<file path="src/rtl/shot_scheduler.sv">
// Bullet slot pool for the tank game: arbitrates player/enemy fire, moves bullets each frame, answers pixel hit queries.
// Grants and slot state register on the sampling edge; hit/hit_owner have one cycle of latency.
module shot_scheduler #(
  parameter int SLOTS    = 4,
  parameter int MAX_PER  = 2,
  parameter int STEP     = 4,
  parameter int SIZE     = 4,
  parameter int SCREEN_H = 480
) (
  input  logic             clk,
  input  logic             rst,
  input  logic             frame_tick,
  input  logic             fire_p,
  input  logic [9:0]       p_x,
  input  logic [9:0]       p_y,
  input  logic             fire_e,
  input  logic [9:0]       e_x,
  input  logic [9:0]       e_y,
  output logic             grant_p,
  output logic             grant_e,
  input  logic [9:0]       query_x,
  input  logic [9:0]       query_y,
  output logic             hit,
  output logic             hit_owner,
  output logic [SLOTS-1:0] active
);

  localparam int CW = $clog2(MAX_PER + 1);
  localparam int RW = $clog2(SLOTS + 1);
  localparam int IW = (SLOTS > 1) ? $clog2(SLOTS) : 1;

  logic [SLOTS-1:0] vld_q, vld_d;
  logic [SLOTS-1:0] own_q, own_d;
  logic [9:0]       x_q [SLOTS];
  logic [9:0]       x_d [SLOTS];
  logic [9:0]       y_q [SLOTS];
  logic [9:0]       y_d [SLOTS];
  logic [CW-1:0]    cnt_p_q, cnt_p_d, cnt_e_q, cnt_e_d;
  logic             arm_p_q, arm_p_d, arm_e_q, arm_e_d;
  logic             ptr_q, ptr_d;
  logic             grant_p_q, grant_e_q;
  logic             hit_q, hit_d, hit_own_q, hit_own_d;

  logic             free_any;
  logic [IW-1:0]    free_idx;
  logic             elig_p, elig_e, win_p, win_e;
  logic [RW-1:0]    ret_p, ret_e;
  logic [10:0]      ysum;

  // Free slots exclude anything retiring this cycle because vld_q is the pre-update view.
  always_comb begin
    free_any = ~&vld_q;
    free_idx = '0;
    for (int i = SLOTS - 1; i >= 0; i--) begin
      if (!vld_q[i]) free_idx = IW'(i);
    end
  end

  always_comb begin
    elig_p = fire_p & arm_p_q & (cnt_p_q < CW'(MAX_PER)) & free_any;
    elig_e = fire_e & arm_e_q & (cnt_e_q < CW'(MAX_PER)) & free_any;
    win_p  = elig_p & (~elig_e | ~ptr_q);
    win_e  = elig_e & (~elig_p |  ptr_q);
    // Pointer moves to the loser only when both were eligible.
    ptr_d   = (elig_p & elig_e) ? win_p : ptr_q;
    arm_p_d = win_p ? 1'b0 : (~fire_p | arm_p_q);
    arm_e_d = win_e ? 1'b0 : (~fire_e | arm_e_q);
  end

  always_comb begin
    vld_d = vld_q;
    own_d = own_q;
    ret_p = '0;
    ret_e = '0;
    ysum  = '0;
    for (int i = 0; i < SLOTS; i++) begin
      x_d[i] = x_q[i];
      y_d[i] = y_q[i];
      ysum   = {1'b0, y_q[i]} + 11'(STEP);
      if ((win_p | win_e) && (IW'(i) == free_idx)) begin
        vld_d[i] = 1'b1;
        own_d[i] = win_e;
        x_d[i]   = win_e ? e_x : p_x;
        y_d[i]   = win_e ? e_y : p_y;
      end else if (frame_tick && vld_q[i]) begin
        if (!own_q[i]) begin
          if (y_q[i] < 10'(STEP)) begin
            vld_d[i] = 1'b0;
            ret_p    = ret_p + RW'(1);
          end else begin
            y_d[i] = y_q[i] - 10'(STEP);
          end
        end else begin
          if (ysum >= 11'(SCREEN_H)) begin
            vld_d[i] = 1'b0;
            ret_e    = ret_e + RW'(1);
          end else begin
            y_d[i] = ysum[9:0];
          end
        end
      end
    end
    cnt_p_d = cnt_p_q + CW'(win_p) - CW'(ret_p);
    cnt_e_d = cnt_e_q + CW'(win_e) - CW'(ret_e);
  end

  always_comb begin
    logic [10:0] qx, qy, sx, sy;
    logic        m;
    hit_d     = 1'b0;
    hit_own_d = 1'b0;
    for (int i = SLOTS - 1; i >= 0; i--) begin
      qx = {1'b0, query_x};
      qy = {1'b0, query_y};
      sx = {1'b0, x_q[i]};
      sy = {1'b0, y_q[i]};
      m  = vld_q[i] & (qx >= sx) & (qx <= sx + 11'(SIZE - 1))
                    & (qy >= sy) & (qy <= sy + 11'(SIZE - 1));
      if (m) begin
        hit_d     = 1'b1;
        hit_own_d = own_q[i];
      end
    end
  end

  always_ff @(posedge clk) begin
    if (rst) begin
      vld_q     <= '0;
      own_q     <= '0;
      for (int i = 0; i < SLOTS; i++) begin
        x_q[i] <= '0;
        y_q[i] <= '0;
      end
      cnt_p_q   <= '0;
      cnt_e_q   <= '0;
      arm_p_q   <= 1'b0;
      arm_e_q   <= 1'b0;
      ptr_q     <= 1'b0;
      grant_p_q <= 1'b0;
      grant_e_q <= 1'b0;
      hit_q     <= 1'b0;
      hit_own_q <= 1'b0;
    end else begin
      vld_q     <= vld_d;
      own_q     <= own_d;
      for (int i = 0; i < SLOTS; i++) begin
        x_q[i] <= x_d[i];
        y_q[i] <= y_d[i];
      end
      cnt_p_q   <= cnt_p_d;
      cnt_e_q   <= cnt_e_d;
      arm_p_q   <= arm_p_d;
      arm_e_q   <= arm_e_d;
      ptr_q     <= ptr_d;
      grant_p_q <= win_p;
      grant_e_q <= win_e;
      hit_q     <= hit_d;
      hit_own_q <= hit_own_d;
    end
  end

  assign grant_p   = grant_p_q;
  assign grant_e   = grant_e_q;
  assign hit       = hit_q;
  assign hit_owner = hit_own_q;
  assign active    = vld_q;

endmodule

</file>
<file path="config.mk">
export PLATFORM = sky130hd
export DESIGN_NAME = shot_scheduler
export DESIGN_NICKNAME = d
export VERILOG_FILES = /design/src/rtl/shot_scheduler.sv
export SDC_FILE = /design/constraint.sdc
export NUM_CORES = 1
export LEC_CHECK = 0
export CAP_MARGIN = 20
export CELL_PAD_IN_SITES_DETAIL_PLACEMENT = 1
export CELL_PAD_IN_SITES_GLOBAL_PLACEMENT = 2
export CORE_MARGIN = 5
export CORE_UTILIZATION = 37
export CTS_CLUSTER_DIAMETER = 40
export DETAILED_ROUTE_END_ITERATION = 10
export GPL_TIMING_DRIVEN = 0
export HOLD_SLACK_MARGIN = 0.02
export PLACE_DENSITY_LB_ADDON = 0.2
export SLEW_MARGIN = 40
export SYNTH_ARGS = -nofsm -noshare
export SYNTH_HDL_FRONTEND = slang
export SYNTH_SLANG_ARGS = --single-unit
</file>
<file path="constraint.sdc">
create_clock -name clk -period 4.62 [get_ports clk]
set_input_delay 0.924 -clock clk [delete_from_list [all_inputs] [get_ports clk]]
set_output_delay 0.924 -clock clk [all_outputs]
set_load 0.01 [all_outputs]
</file>
==> metrics.txt, run 1 <==
clk_lat worst skew between 300 and 400 ps; sw frac a little over a third; Syn Nets about 1.5k; core area 26900 um2; Port Buffers ~70; outcome completed; Synth Cell Area roughly 10000 um2; CTS Hold Bufs 0; WL final about 36000 um; fin crit period a little over 4000 ps; Unique masters post-synth between 70 and 80; gr ovfl total 0; final core occ 43.0%; DR iter-0 viols around 440; share of cells above drive strength 1 between 3 and 4%; antenna cells 0; number of synthesized flops with an enable pin 0; die footprint 30700 um2; drt pass-1 iters 4; ys flop type dfxtp_1; Clock Sink Count just under 100; largest net degree at the start of global routing 21; Final Wtd Congestion roughly 0.84; Final nets between 1.5k and 2k; FP Rows 60; relative slew slack 42.0%; Max VDD drop roughly 0.17 mV; hold_ws around 500 ps; # IOs 73; final instance area 11600 um2; Worst Setup End Kind flip-flop; Die Y between 150 and 200 um; drt drc 0; Placed Instances between 1.5k and 2k; Post CTS Setup Buffer Count 0; routed vias/inst 5.73; Final Skew 10.3 ps; period utilization 87.6%; WS Path Type in -> reg; Worst-path clk slew ~70 ps; CP startpoint kind input pin; DP HPWL 28800 um; initial antenna violation count 1; die width between 150 and 200 um; Hold Vio Cnt, Final 0; Layout area overhead 14.5%; first-pass GRT wire length 55800 um; Psw 899 uW; Post-DRT Antenna Nets 0; # setup viols final 0; Slew Limit Fails 0; Post-Layout Cell Count approximately 1.7k; Initial Utilization 37.5%; cell leakage power between 0.004 and 0.005 uW; Crit path required time slightly below 5000 ps; #FFs+latches synth 99; post-CTS sizing 0; max-cap violations 0; CTS tree done; Logic pwr share a little under a third; Internal roughly 1600 uW; Fill cells between 3k and 4k; CTS H-Tree Depth 3; Vias just under 10k; CTS Buffer Depth 2; total power approximately 2500 uW; PwrDens roughly 220 nW/um2; clock tree root driver cell clkbuf_16; Slew @ Worst Pin approximately 850 ps; GRT Total Usage between 20% and 30%; sequential power share a little under two fifths; Mean Syn Cell Area just over 8 um2; Max FO, Critical Path 8; f_max between 0.2 and 0.25 GHz; synth warn 0; Hold Crit Class reg -> reg; Avg WL per Cell approximately 21 um; Clk pwr share a little under a third; post-synthesis sequential area ratio about 20%; cells after synthesis 1250; fraction of registers with async set or reset after synthesis 0%; placed cell area about 11000 um2; Arrival @ worst endpoint around 4300 ps; CTS Buf Count 9; vias in the first global route approximately 10k; RSZ-0062 raised after global routing false
-- kinds of logic (layout without fill, tap and decap cells) --
group           Yosys count  after routing  synth area share, %
xor+xnor                106            106                 9.20
mux                      26             26                 2.63
fa+ha+maj               187            187                 23.2
simple gates            377            377                 18.3
flops                    99             99                 19.6
compound gates          314            314                 21.6
buf+inv                 141            229                 5.42
-- area by class of cell --
cell class	instances	area (um2)	area share (%)
plain buffers	50	208	1.80
repair buffers	72	721	6.24
clock inverters	7	81.3	0.704
well taps	341	427	3.69
inverters	91	342	2.96
multi-input cells	1010	7570	65.5
clock buffers	9	225	1.95
flip-flops and latches	99	1980	17.2
-- sequential cells by signal, summed over array words and instances, names as in the netlist --
signal and count:
x_q 40, hit 1, cnt_e_q 2, cnt_p_q 2, hit_owner 1, own_q 4, active 4, arm_p_q 1
ptr_q 1, grant_e 1, grant_p 1, arm_e_q 1, y_q 40
-- placed cells by master, fill, tap and decap left out, drive strengths merged, types with 55 or more instances in the layout --
cell	instances
nor2	142
a211oi	97
xnor2	93
clkdlybuf4s50	72
ha	185
nand2	55
dfxtp	99
inv	93
o21ai	56
a21oi	58
-- through the flow --
| stage | setup WS (ps) | setup TNS, ps |
|---|---|---|
| 4_1_cts | 411 | 0 |
| 2_1_floorplan | 1220 | 0 |
| 3_5_place_dp | 56.4 | 0 |
| 3_3_place_gp | -124 | -124 |
| 5_1_grt | 245 | 0 |
| 6_report | 574 | 0 |
-- worst max-delay path: stages --
cell             delay, ps
clkdlybuf4s50_1        930
ha_1                   360
o21ai_0                160
a21oi_1                 60
o21ai_0                160
a211oi_1               100
o21ai_0                440
nor4bb_2               670
nor3_1                 110
a221o_1                360
-- cell usage after synthesis (9+ instances only) --
| master | n | share of area [%] |
|---|---|---|
| or3_1 | 9 | 0.56 |
| nor3_1 | 30 | 1.5 |
| inv_1 | 90 | 3.3 |
| mux2i_1 | 22 | 2.2 |
| clkbuf_1 | 39 | 1.5 |
| o211ai_1 | 9 | 0.67 |
| nor2_1 | 140 | 5.2 |
| o21ai_0 | 54 | 2.7 |
| xor2_1 | 13 | 1.1 |
| nand4_1 | 34 | 2.1 |
| nand3_1 | 30 | 1.5 |
| and3_1 | 14 | 0.87 |
| dfxtp_1 | 99 | 20 |
| nand2_1 | 55 | 2.0 |
| a21oi_1 | 55 | 2.7 |
| ha_1 | 185 | 23 |
| a211oi_1 | 93 | 6.9 |
| nor4_1 | 9 | 0.56 |
| xnor2_1 | 93 | 8.1 |
| o21a_1 | 14 | 1.0 |
| nor2b_1 | 18 | 1.1 |
| a21o_1 | 15 | 1.1 |
-- worst paths after layout --
check | start | endpoint | slack (ps) | depth (start not counted)
max | query_y[2] | hit_owner | 570 | 10
min | x_q[0][8] | x_q[0][8] | 510 | 2
min reg2reg | x_q[0][8] | x_q[0][8] | 510 | 2
max reg2reg | y_q[0][2] | hit_owner | 780 | 15
-- power by group through the flow --
| stage | registers, uW | clock network, uW | logic (uW) |
|---|---|---|---|
| 2_1_floorplan | 944 | 0 | 507 |
| 3_3_place_gp | 962 | 0 | 765 |
| 3_5_place_dp | 962 | 0 | 790 |
| 4_1_cts | 942 | 791 | 796 |
| 5_1_grt | 948 | 825 | 888 |
| 6_report | 943 | 777 | 788 |
-- per-layer routing --
layer	GRT usage, %	wire [um]	share of wire [%]	up-vias
met5	0	13	0.037	-
met4	4.68	592	1.7	2
met3	2.86	1050	2.9	30
met2	40.9	17300	49	158
met1	30.0	16600	47	4705
li1	-	-	-	4733
Power figures use the tool's default switching activity.
==> run 2, diff against run 1 <==
--- a/config.mk
+++ b/config.mk
@@ -13,7 +13,7 @@
 export CTS_CLUSTER_DIAMETER = 40
 export DETAILED_ROUTE_END_ITERATION = 10
 export GPL_TIMING_DRIVEN = 0
-export HOLD_SLACK_MARGIN = 0.02
+export HOLD_SLACK_MARGIN = 0.12
 export PLACE_DENSITY_LB_ADDON = 0.2
 export SLEW_MARGIN = 40
 export SYNTH_ARGS = -nofsm -noshare
==> results of run 2 <==
Same layout as run 1: the final DEF is identical, and so are final timing and power.
==> run 3, diff against run 2 <==
--- a/config.mk
+++ b/config.mk
@@ -9,7 +9,7 @@
 export CELL_PAD_IN_SITES_DETAIL_PLACEMENT = 1
 export CELL_PAD_IN_SITES_GLOBAL_PLACEMENT = 2
 export CORE_MARGIN = 5
-export CORE_UTILIZATION = 37
+export CORE_UTILIZATION = 35
 export CTS_CLUSTER_DIAMETER = 40
 export DETAILED_ROUTE_END_ITERATION = 10
 export GPL_TIMING_DRIVEN = 0
==> run 3 against run 2 <==
Clock skew up 2.0 ps. Register-to-register slack worse by 110 ps. Non-clock buffer count unchanged. Hold slack worse by 5.3 ps. Maximum frequency down 0.28%. Cell count up 2.6%. Combinational power about the same. Critical path type unchanged. Highest routed layer is now met4.
==> metrics.txt, run 3 (synthesized netlist as in run 1, its figures left out) <==
Arrival @ worst endpoint 4360 ps (+70 ps); slowest stage delay, CP 790 ps (-140 ps); largest net degree at the start of global routing 20 (-4.8%); PwrDens 217 nW/um2 (+0.16%); final core occ 40.6% (-2.4 points); multi-input combinational cell area 7570 um2 (about the same); first-pass GRT wire length 57100 um (+2.3%); WS Path Type in -> reg; Die Y 180 um (+2.7%); Crit path required time 4920 ps (+50 ps); hold path depth 2 (unchanged); FF-to-FF path depth 18 (+3); share of cells above drive strength 1 3.89% (-0.075 points); antenna cells 0 (unchanged); Fill cells 3527 (+6.9%); crit-path cells clkdlybuf4s50_1, ha_1, a21boi_0, o21ai_0, a211o_1, a311o_1, a41o_1, nor3_1, nor4bb_1, a221o_1; Max VDD drop 0.147 mV (-14%); Slew @ Worst Pin 880 ps (+35.0 ps); CP startpoint kind input pin; placed cell area 11300 um2 (+0.46%); clk_lat worst skew 360 ps (about the same); Placed Instances 1706 (+2.6%); # setup viols final 0 (unchanged); initial antenna violation count 0 (-1); biggest regs x_q: 40 flops, y_q: 40 flops; Setup TNS 0 ps (unchanged); WL final 36300 um (+2.0%); routed vias/inst 5.56 (-3.0%); relative slew slack 39.6% (-2.4 points); Clock Sink Count 99 (unchanged); Final nets 1583 (unchanged); GRT Total Usage 22.1% (-0.88 points); # IOs 73 (unchanged); Hold Crit Class reg -> reg; Final Wtd Congestion 0.854 (+1.2%); Final Skew 12.3 ps (+1.96 ps); drt drc 0 (unchanged); Port Buffers 72 (unchanged); Post-Layout Cell Count 1722 (+2.6%); drt pass-1 iters 4 (unchanged); DP HPWL 29100 um (+1.0%); Worst-path clk slew 80 ps (about the same); FP Rows 62 (+3.3%); Slew Limit Fails 0 (unchanged); Layout area overhead 15.0%; CTS Buffer Depth 2 (unchanged); CTS tree done; most frequent cells in the layout ha_1, nor2_1, dfxtp_1, a211oi_1, xnor2_1; cell leakage power 0.00410 uW (about the same); clock tree root driver cell clkbuf_16; Avg WL per Cell 21.1 um (-0.55%); max-cap violations 0 (unchanged); die footprint 32300 um2 (+5.4%); leading cell type in the layout, fill and taps excluded ha_1; CTS Buf Count 9 (unchanged); final instance area 11600 um2 (+0.41%); Hold Vio Cnt, Final 0 (unchanged); Post CTS Setup Buffer Count 0 (unchanged); Max FO, Critical Path 8 (unchanged); Vias 9575 (-0.55%); Initial Utilization 35.3% (-2.2 points); post-CTS sizing 0 (unchanged); DR iter-0 viols 391 (-12%); Buf/Inv on CP 1 (unchanged); Post-DRT Antenna Nets 0 (unchanged); Worst Setup End Kind flip-flop; gr ovfl total 0 (unchanged); RSZ-0062 raised after global routing false; CTS H-Tree Depth 3 (unchanged); fin crit period 4060 ps (+11.5 ps); Top delay family on crit path compound AO/OA/AOI/OAI gates; stages on the worst setup path 10 (unchanged); f_max 0.246 GHz (-0.28%); vias in the first global route 9952 (-0.44%); CP max stage cell clkdlybuf4s50_1; FF/Latch Area 1980 um2 (unchanged); outcome completed; die width 180 um (+2.7%); CTS Hold Bufs 0 (unchanged); period utilization 87.8% (+0.25 points); core area 28500 um2 (+6.2%)
run 3: worst register-to-register path, cell delays in order (launching register included):
cell	delay, ps
dfxtp_1	450
ha_1	310
and3_1	280
nor2_1	60
o31ai_1	320
and2_1	240
and3_1	180
ha_1	230
a22o_1	240
xnor2_1	200
xnor2_1	120
ha_1	290
inv_1	40
ha_1	180
xnor2_1	190
xnor2_1	160
xnor2_1	150
xnor2_1	130
nor2_1	50
run 3: per-layer routing:
metal | track usage, % | vias up | share of wire, %
met5 | 0 | - | 0
met4 | 4.82 | 0 | 1.8
met3 | 2.67 | 29 | 2.6
met2 | 39.3 | 123 | 49
met1 | 28.8 | 4682 | 46
li1 | - | 4741 | -
run 3: through the flow:
stage / hold slack, ps / worst slack, ps / total power (uW)
2_1_floorplan: 472 / 1220 / 1450
3_3_place_gp: 490 / -72.9 / 1730
3_5_place_dp: 497 / 137 / 1760
4_1_cts: 510 / 508 / 2550
5_1_grt: 543 / 350 / 2690
6_report: 506 / 563 / 2520
run 3: cell type report:
cell class	instances	share of cell area, %
timing repair buffer	72	6.21
clock buffer	10	2.06
inverter	91	2.94
tap	384	4.14
clock inverter	6	0.561
buffer	50	1.79
multi-input combinational	1010	65.2
sequential	99	17.1
run 3: final timing paths:
check | start | to | slack [ps]
worst min register to register | x_q[0][8] | x_q[0][8] | 510
worst min-delay path | x_q[0][8] | x_q[0][8] | 510
worst max register to register | y_q[0][3] | cnt_e_q[1] | 670
worst max-delay path | query_y[1] | hit_owner | 560
run 3: power by group:
| part | leakage [uW] | internal [uW] | switching (uW) | total [uW] |
|---|---|---|---|---|
| logic | 0.00314 | 329 | 460 | 789 |
| registers | 0.000803 | 894 | 48.5 | 942 |
| clock network | 0.000150 | 399 | 393 | 792 |
